$ cat src/rtl/riscv_lsu.sv
// Load/store unit: byte-addressed core requests to a word-addressed RAM port,
// with read-modify-write sub-word stores, load extension and fault detection.
module riscv_lsu #(
   parameter int unsigned WORD_LENGTH = 32,
   parameter int unsigned NUM_MEM     = 4096
) (
   input  logic                   clk,
   input  logic                   rst,
   input  logic                   req_valid,
   output logic                   req_ready,
   input  logic                   req_we,
   input  logic [2:0]             req_funct3,
   input  logic [WORD_LENGTH-1:0] req_addr,
   input  logic [WORD_LENGTH-1:0] req_wdata,
   output logic                   resp_valid,
   output logic [WORD_LENGTH-1:0] resp_rdata,
   output logic                   resp_err,
   output logic [WORD_LENGTH-1:0] mem_addr,
   output logic                   mem_write_en,
   output logic [WORD_LENGTH-1:0] mem_wdata,
   input  logic [WORD_LENGTH-1:0] mem_dout
);

   localparam logic [1:0] S_IDLE   = 2'd0;
   localparam logic [1:0] S_ACCESS = 2'd1;
   localparam logic [1:0] S_RESP   = 2'd2;

   localparam logic [WORD_LENGTH-1:0] MEM_LIMIT = WORD_LENGTH'(NUM_MEM);

   logic [1:0]             r_state;
   logic [1:0]             w_state_nxt;

   logic                   r_we;
   logic [2:0]             r_funct3;
   logic [1:0]             r_addr_lo;
   logic [WORD_LENGTH-1:0] r_wdata;
   logic [WORD_LENGTH-1:0] r_mem_addr;
   logic [WORD_LENGTH-1:0] r_resp_rdata;
   logic                   r_resp_err;

   logic [WORD_LENGTH-1:0] w_word_idx;
   logic                   w_code_bad;
   logic                   w_misalign;
   logic                   w_range_bad;
   logic                   w_req_err;
   logic                   w_accept;
   logic [7:0]             w_byte;
   logic [15:0]            w_half;
   logic [WORD_LENGTH-1:0] w_load_data;
   logic [WORD_LENGTH-1:0] w_merge;
   logic                   w_store_en;

   assign w_accept   = (r_state == S_IDLE) && req_valid;
   assign w_word_idx = {2'b00, req_addr[WORD_LENGTH-1:2]};

   // Request legality: funct3 code, natural alignment and RAM range.
   always_comb begin
      w_code_bad = 1'b0;
      case (req_funct3)
         3'b000, 3'b001, 3'b010: w_code_bad = 1'b0;
         3'b100, 3'b101:         w_code_bad = req_we;
         default:                w_code_bad = 1'b1;
      endcase
   end

   assign w_misalign  = ((req_funct3[1:0] == 2'b01) && req_addr[0])
                      || ((req_funct3[1:0] == 2'b10) && (req_addr[1:0] != 2'b00));
   assign w_range_bad = (w_word_idx >= MEM_LIMIT);
   assign w_req_err   = w_code_bad || w_misalign || w_range_bad;

   // State register.
   always_ff @(posedge clk or posedge rst) begin
      if (rst) begin
         r_state <= S_IDLE;
      end else begin
         r_state <= w_state_nxt;
      end
   end

   // Next-state logic.
   always_comb begin
      w_state_nxt = r_state;
      case (r_state)
         S_IDLE: begin
            if (req_valid) begin
               w_state_nxt = w_req_err ? S_RESP : S_ACCESS;
            end
         end
         S_ACCESS: w_state_nxt = S_RESP;
         S_RESP:   w_state_nxt = S_IDLE;
         default:  w_state_nxt = S_IDLE;
      endcase
   end

   // Little-endian lane selection and extension for loads.
   always_comb begin
      w_byte      = mem_dout[{r_addr_lo, 3'b000} +: 8];
      w_half      = r_addr_lo[1] ? mem_dout[31:16] : mem_dout[15:0];
      w_load_data = mem_dout;
      case (r_funct3)
         3'b000:  w_load_data = {{(WORD_LENGTH-8){w_byte[7]}}, w_byte};
         3'b001:  w_load_data = {{(WORD_LENGTH-16){w_half[15]}}, w_half};
         3'b100:  w_load_data = WORD_LENGTH'(w_byte);
         3'b101:  w_load_data = WORD_LENGTH'(w_half);
         default: w_load_data = mem_dout;
      endcase
   end

   // Store merge: replace only the addressed lanes of the current RAM word.
   always_comb begin
      w_merge = mem_dout;
      case (r_funct3[1:0])
         2'b00:   w_merge[{r_addr_lo, 3'b000} +: 8]   = r_wdata[7:0];
         2'b01:   w_merge[{r_addr_lo[1], 4'b0000} +: 16] = r_wdata[15:0];
         default: w_merge = r_wdata;
      endcase
   end

   // Request latch and response registers.
   always_ff @(posedge clk or posedge rst) begin
      if (rst) begin
         r_we         <= 1'b0;
         r_funct3     <= 3'b000;
         r_addr_lo    <= 2'b00;
         r_wdata      <= '0;
         r_mem_addr   <= '0;
         r_resp_rdata <= '0;
         r_resp_err   <= 1'b0;
      end else begin
         if (w_accept) begin
            r_we         <= req_we;
            r_funct3     <= req_funct3;
            r_addr_lo    <= req_addr[1:0];
            r_wdata      <= req_wdata;
            r_resp_err   <= w_req_err;
            r_resp_rdata <= '0;
            if (!w_req_err) begin
               r_mem_addr <= w_word_idx;
            end
         end else if ((r_state == S_ACCESS) && !r_we) begin
            r_resp_rdata <= w_load_data;
         end
      end
   end

   // Write strobe is state-decoded; rst gates it so an in-flight store cannot commit.
   assign w_store_en   = (r_state == S_ACCESS) && r_we;
   assign mem_write_en = w_store_en && !rst;
   assign mem_wdata    = w_store_en ? w_merge : '0;
   assign mem_addr     = r_mem_addr;

   assign req_ready  = (r_state == S_IDLE);
   assign resp_valid = (r_state == S_RESP);
   assign resp_rdata = r_resp_rdata;
   assign resp_err   = r_resp_err;

endmodule

$ cat config.mk
export PLATFORM = sky130hd
export DESIGN_NAME = riscv_lsu
export DESIGN_NICKNAME = d
export VERILOG_FILES = /design/src/rtl/riscv_lsu.sv
export SDC_FILE = /design/constraint.sdc
export NUM_CORES = 1
export LEC_CHECK = 0
export ABC_AREA = 1
export BUFFER_PORTS_ARGS = -buffer_cell sky130_fd_sc_hd__buf_2
export CAP_MARGIN = 0
export CORE_MARGIN = 1.5
export CORE_UTILIZATION = 46
export DETAILED_ROUTE_END_ITERATION = 10
export PLACE_DENSITY = 0.77
export SLEW_MARGIN = 0
export SYNTH_ARGS = -nofsm -noshare
export SYNTH_HDL_FRONTEND = slang
export SYNTH_SLANG_ARGS = --single-unit
$ cat constraint.sdc
create_clock -name clk -period 2.8 [get_ports clk]
set_input_delay 0.28 -clock clk [delete_from_list [all_inputs] [get_ports clk]]
set_output_delay 0.28 -clock clk [all_outputs]
set_load 0.01 [all_outputs]
# Yosys cells after proc, flatten, opt, wreduce, memory -nomap -nowiden
# Index checks and enable logic that the tools add are counted.
# totals
input_bits,103
reg_bits,103
wordCells,62
out_inout_bits,100
# op_classes
n_reduce_logical,20
bitwise,1
n_lt_le_gt_ge,1
mux,12
eq_ne,13
addsub,2
n_shift,5
# op_table
op,count
$pmux W32 S4,1
$mux W32,3
$bwmux W32,2
$pmux W32 S2,1
$shift A16 B7 Y32 const A,1
$shift A8 B7 Y32 const A,1
$shiftx A16 B7 Y32,1
$shiftx A32 B6 Y8,1
$shiftx A8 B7 Y32,1
$ge A30 B13 Y1 const B,1
$mux W16,1
$neg A5 Y7,2
$eq A3 B3 Y1 const B,4
$eq A2 B1 Y1 const B,3
$eq A3 B1 Y1 const B,2
$logic_and A1 B1 Y1,6
$logic_not A3 Y1,2
$eq A2 B2 Y1 const B,2
$logic_not A2 Y1,2
$mux W2,2
$pmux W2 S2,1
$reduce_bool A2 Y1,2
$eq A3 B2 Y1 const B,1
$logic_or A1 B1 Y1,3
other kinds (7),8

# Logic depth before layout (Yosys ltp)
# depth
ltp_word,8
mapped_depth,9
ltp_nobuf,8

# Worst setup path before layout
# Ideal clock, no wire load.
# synth_timing
path_kind,reg-to-output
start,reg r_addr_lo[0]
end,out mem_wdata[16]
stages_incl_launch_ff,10
slack_ns,0.884
required_ns,2.520
n_path_buf,1
t_arrival_ns,1.636
path_cell_list,dfrtp_1 -> inv_2 -> ha_1 -> buf_2 -> inv_2 -> nor2_2 -> nand3_1 -> a21oi_1 -> nor2_1 -> nor2_1
# synth_via
elab_chain_cells,5
# synth_lines
item,line_no,rtl
from (decl),35,logic [1:0] r_addr_lo;
from (signal assigned),133,r_addr_lo <= req_addr[1:0];
$neg A5 Y7 (*),113,"2'b00: w_merge[{r_addr_lo, 3'b000} +: 8] = r_wdata[7:0];"
$shiftx A8 B7 Y32 / $shift A8 B7 Y32 (equally long branches),113,
$bwmux W32 (*),113,
$pmux W32 S2 (*),112,case (r_funct3[1:0])
$mux W32 (*),149,assign mem_wdata = w_store_en ? w_merge : '0;
to (decl),20,"output logic [WORD_LENGTH-1:0] mem_wdata,"
# Mark *: on every way between the ends. The rest lies on a longest branch, timed or not.

# Worst setup path in the final report
# layout_timing
start,reg r_funct3[1]
end,out mem_wdata[13]
# layout_via
elab_chain_cells,3
# layout_lines
item,line_no,rtl
from (decl),34,logic [2:0] r_funct3;
from (signal assigned),132,r_funct3 <= req_funct3;
$eq A2 B1 Y1 / $logic_not A2 Y1 (equally long branches),112,
$pmux W32 S2 (*),112,
$mux W32 (*),149,
# Marked as above.

==> flow_summary.toml <==
[run_status]
status = "completed"

[power_and_ir_drop]
power_density_mw_per_mm2 = 525
ir_drop_v = 0.000287
total_power_mw = 3.91
p_leak_nw = 4.23

[global_route]
grt_antenna_before_repair = 0
grt_pass1_wl_um = 30700
gr-usage-all-layers_pct = 28.2
grt_overflow_total = 0
grt_max_degree = 58
grt_pass1_vias = 6040

[final_layout]
drive_gt1_share_pct = 25.3
fill_cells = 1248
stdcell_count = 1231
multi_input_area_mm2 = 0.00284
nNetsFinal = 1162
fin_area_mm2 = 0.00744
final_core_util_pct = 58.7
seq_area_mm2 = 0.00258
syn_to_final_growth_pct = 23.7
antenna_cells = 0

[clock_tree]
post_cts_buffers = 0
htree_levels = 3
cts_tree = "yes"
insertion_delay_ns = 0.35
numCtsBuffers = 9
clk_pin_slew_worst_paths_ns = 0.07
clk_path_buf_depth = 2
post_cts_resized = 0
holdBufCountCts = 0
cts.root.buffer_cell = "clkbuf_16"
cts.sinks = 103

[sta]
whs_ns = 0.116
finalSetupTns_ns = 0
setup_violations = 0
grt_setup_unrepaired = "no"
hold_viol_final = 0
clock_skew_ns = 0.00634
relSlewSlack_pct = 38.3
period_needed_ns = 2.55
final.period_utilization_pct = 91.0
fmax_mhz = 393
worst_pin_slew_ns = 0.924
drv_slew = 0
layout_setup_ws_ns = 0.253

[place]
io_buffers = 200
placedCellCount = 1215
placed_cell_area_mm2 = 0.00711
post-dp-hpwl_um = 14700
dp_slack_ns = 0.663
gp_congestion = 0.949

[detailed_routing]
wire_per_inst_um = 15.7
antenna_left = 0
vias = 6418
vias_per_cell = 5.21
drt_pass1_iterations = 5
drtIter0Drc = 466
drc = 0
wl_um = 19300

[synthesis]
synth_area_leader_cell = "dfrtp_1"
synthTopCellsByArea = "dfrtp_1 43%, nand2_1 19%, nor2_1 6.0%"
synth.yosys.warnings = 0
netlist_instances = 870
avgSynthCellArea_um2 = 6.91
yosysTopAreaCellShare_pct = 42.9
synth.distinct_cells = 26
netlist_area_mm2 = 0.00601
seq_area_frac_synth_pct = 42.9
ys_ff_latch = 103

[worst_setup_path]
path_cells = "nor2_2, nand2_2, nand2_1, nand2_1, a31oi_1, buf_2"
critPathLaunchType = "flop"
end_kind = "primary output"
criticalPathCategory = "reg -> out"
cp_slowest_cell = "dfrtp_1"
startpoint = "r_funct3[1]"
r2r_start = "r_funct3[1]"
cpMostUsedCell = "nand2_1"
crit_arrival_ns = 2.27
worstPathRequired_ns = 2.52
cp.buffers_inverters = 1
crit_family = "simple AND/OR/NAND/NOR gates"
slowest_delay_ns = 0.74
cp_max_fo = 18

[die]
fp.dieW_um = 117
die_y_um = 117
std_cell_rows = 41
initial_utilization_pct = 47.5
die_area_mm2 = 0.0138
io_pins = 203
core-area_mm2 = 0.0127

[flow_run]
maxCapViolations = 0

[worst_hold_path]
hp-class = "in -> async"
## synthesized netlist by cell type
cell / instances
nand2_2: 5
nor2_8: 1
ha_1: 5
nor2_1: 96
buf_4: 3
inv_2: 14
o21ai_0: 63
nor2_2: 6
o211ai_1: 1
inv_1: 80
o21ai_1: 14
conb_1: 1
dfrtp_1: 103
nand2_1: 305
buf_6: 7
clkbuf_1: 12
nor2_4: 3
o211ai_2: 8
a31oi_1: 7
buf_1: 1
nand4_1: 15
buf_2: 19
nand3_1: 34
a21oi_1: 58
o22ai_1: 8
clkinv_1: 1
## state kept, by name, summed over array words and instances, names as in the netlist
name,count
resp_rdata,32
r_we,1
resp_err,1
r_funct3,3
r_addr_lo,2
mem_addr,30
r_wdata,32
r_state,2
## kinds of logic after synthesis
group,share of synthesized area (%)
AOI/OAI and AO/OA,14.6
other,0.0623
and+or+nand+nor,31.5
adders and majority gates,1.04
DFF,42.9
buffers and inverters,10.0
## cell type report
class / instances / area share, %
Sequential cell: 103 / 34.6
Multi-Input combinational cell: 631 / 38.1
Tap cell: 172 / 2.89
Timing Repair Buffer: 214 / 15.0
Clock inverter: 6 / 1.24
Inverter: 95 / 4.84
Clock buffer: 10 / 3.21
## where the power goes
| part | internal, mW | switching (mW) |
|---|---|---|
| Clock | 0.814 | 0.578 |
| Sequential | 1.56 | 0.0902 |
| Combinational | 0.272 | 0.594 |
| Total | 2.65 | 1.26 |
## path summary, 6_finish.rpt
path / end / slack, ns / depth (start not counted)
max in group asynchronous: mem_addr[8] / 1.96 / 3
min reg2reg: r_wdata[16] / 0.48 / 2
min: r_wdata[22] / 0.12 / 2
max reg2reg: resp_rdata[22] / 0.80 / 7
min in group clk: r_wdata[31] / 0.12 / 3
max: mem_wdata[13] / 0.25 / 6
## cells in the final DEF, fill, tap and decap left out, drive strengths merged
| cell type | netlist | final |
|---|---|---|
| inv | 94 | 94 |
| a31oi | 7 | 7 |
| clkinvlp | 0 | 2 |
| nand2 | 310 | 310 |
| a21oi | 58 | 58 |
| o211ai | 9 | 9 |
| o22ai | 8 | 8 |
| conb | 1 | 2 |
| nand4 | 15 | 15 |
| nor2 | 106 | 106 |
| clkbuf | 12 | 10 |
| buf | 30 | 214 |
| clkinv | 1 | 3 |
| ha | 5 | 5 |
| o21ai | 77 | 77 |
| nand3 | 34 | 34 |
| dfrtp | 103 | 103 |
| bufinv | 0 | 2 |
## per-layer routing
layer	track usage, %	vias up	routed length (um)
li1	-	3112	-
met1	36.9	2978	8220
met2	45.3	295	8840
met3	6.52	33	1700
met4	11.1	0	543
met5	0	-	0
(Power assumes the default switching activity.)
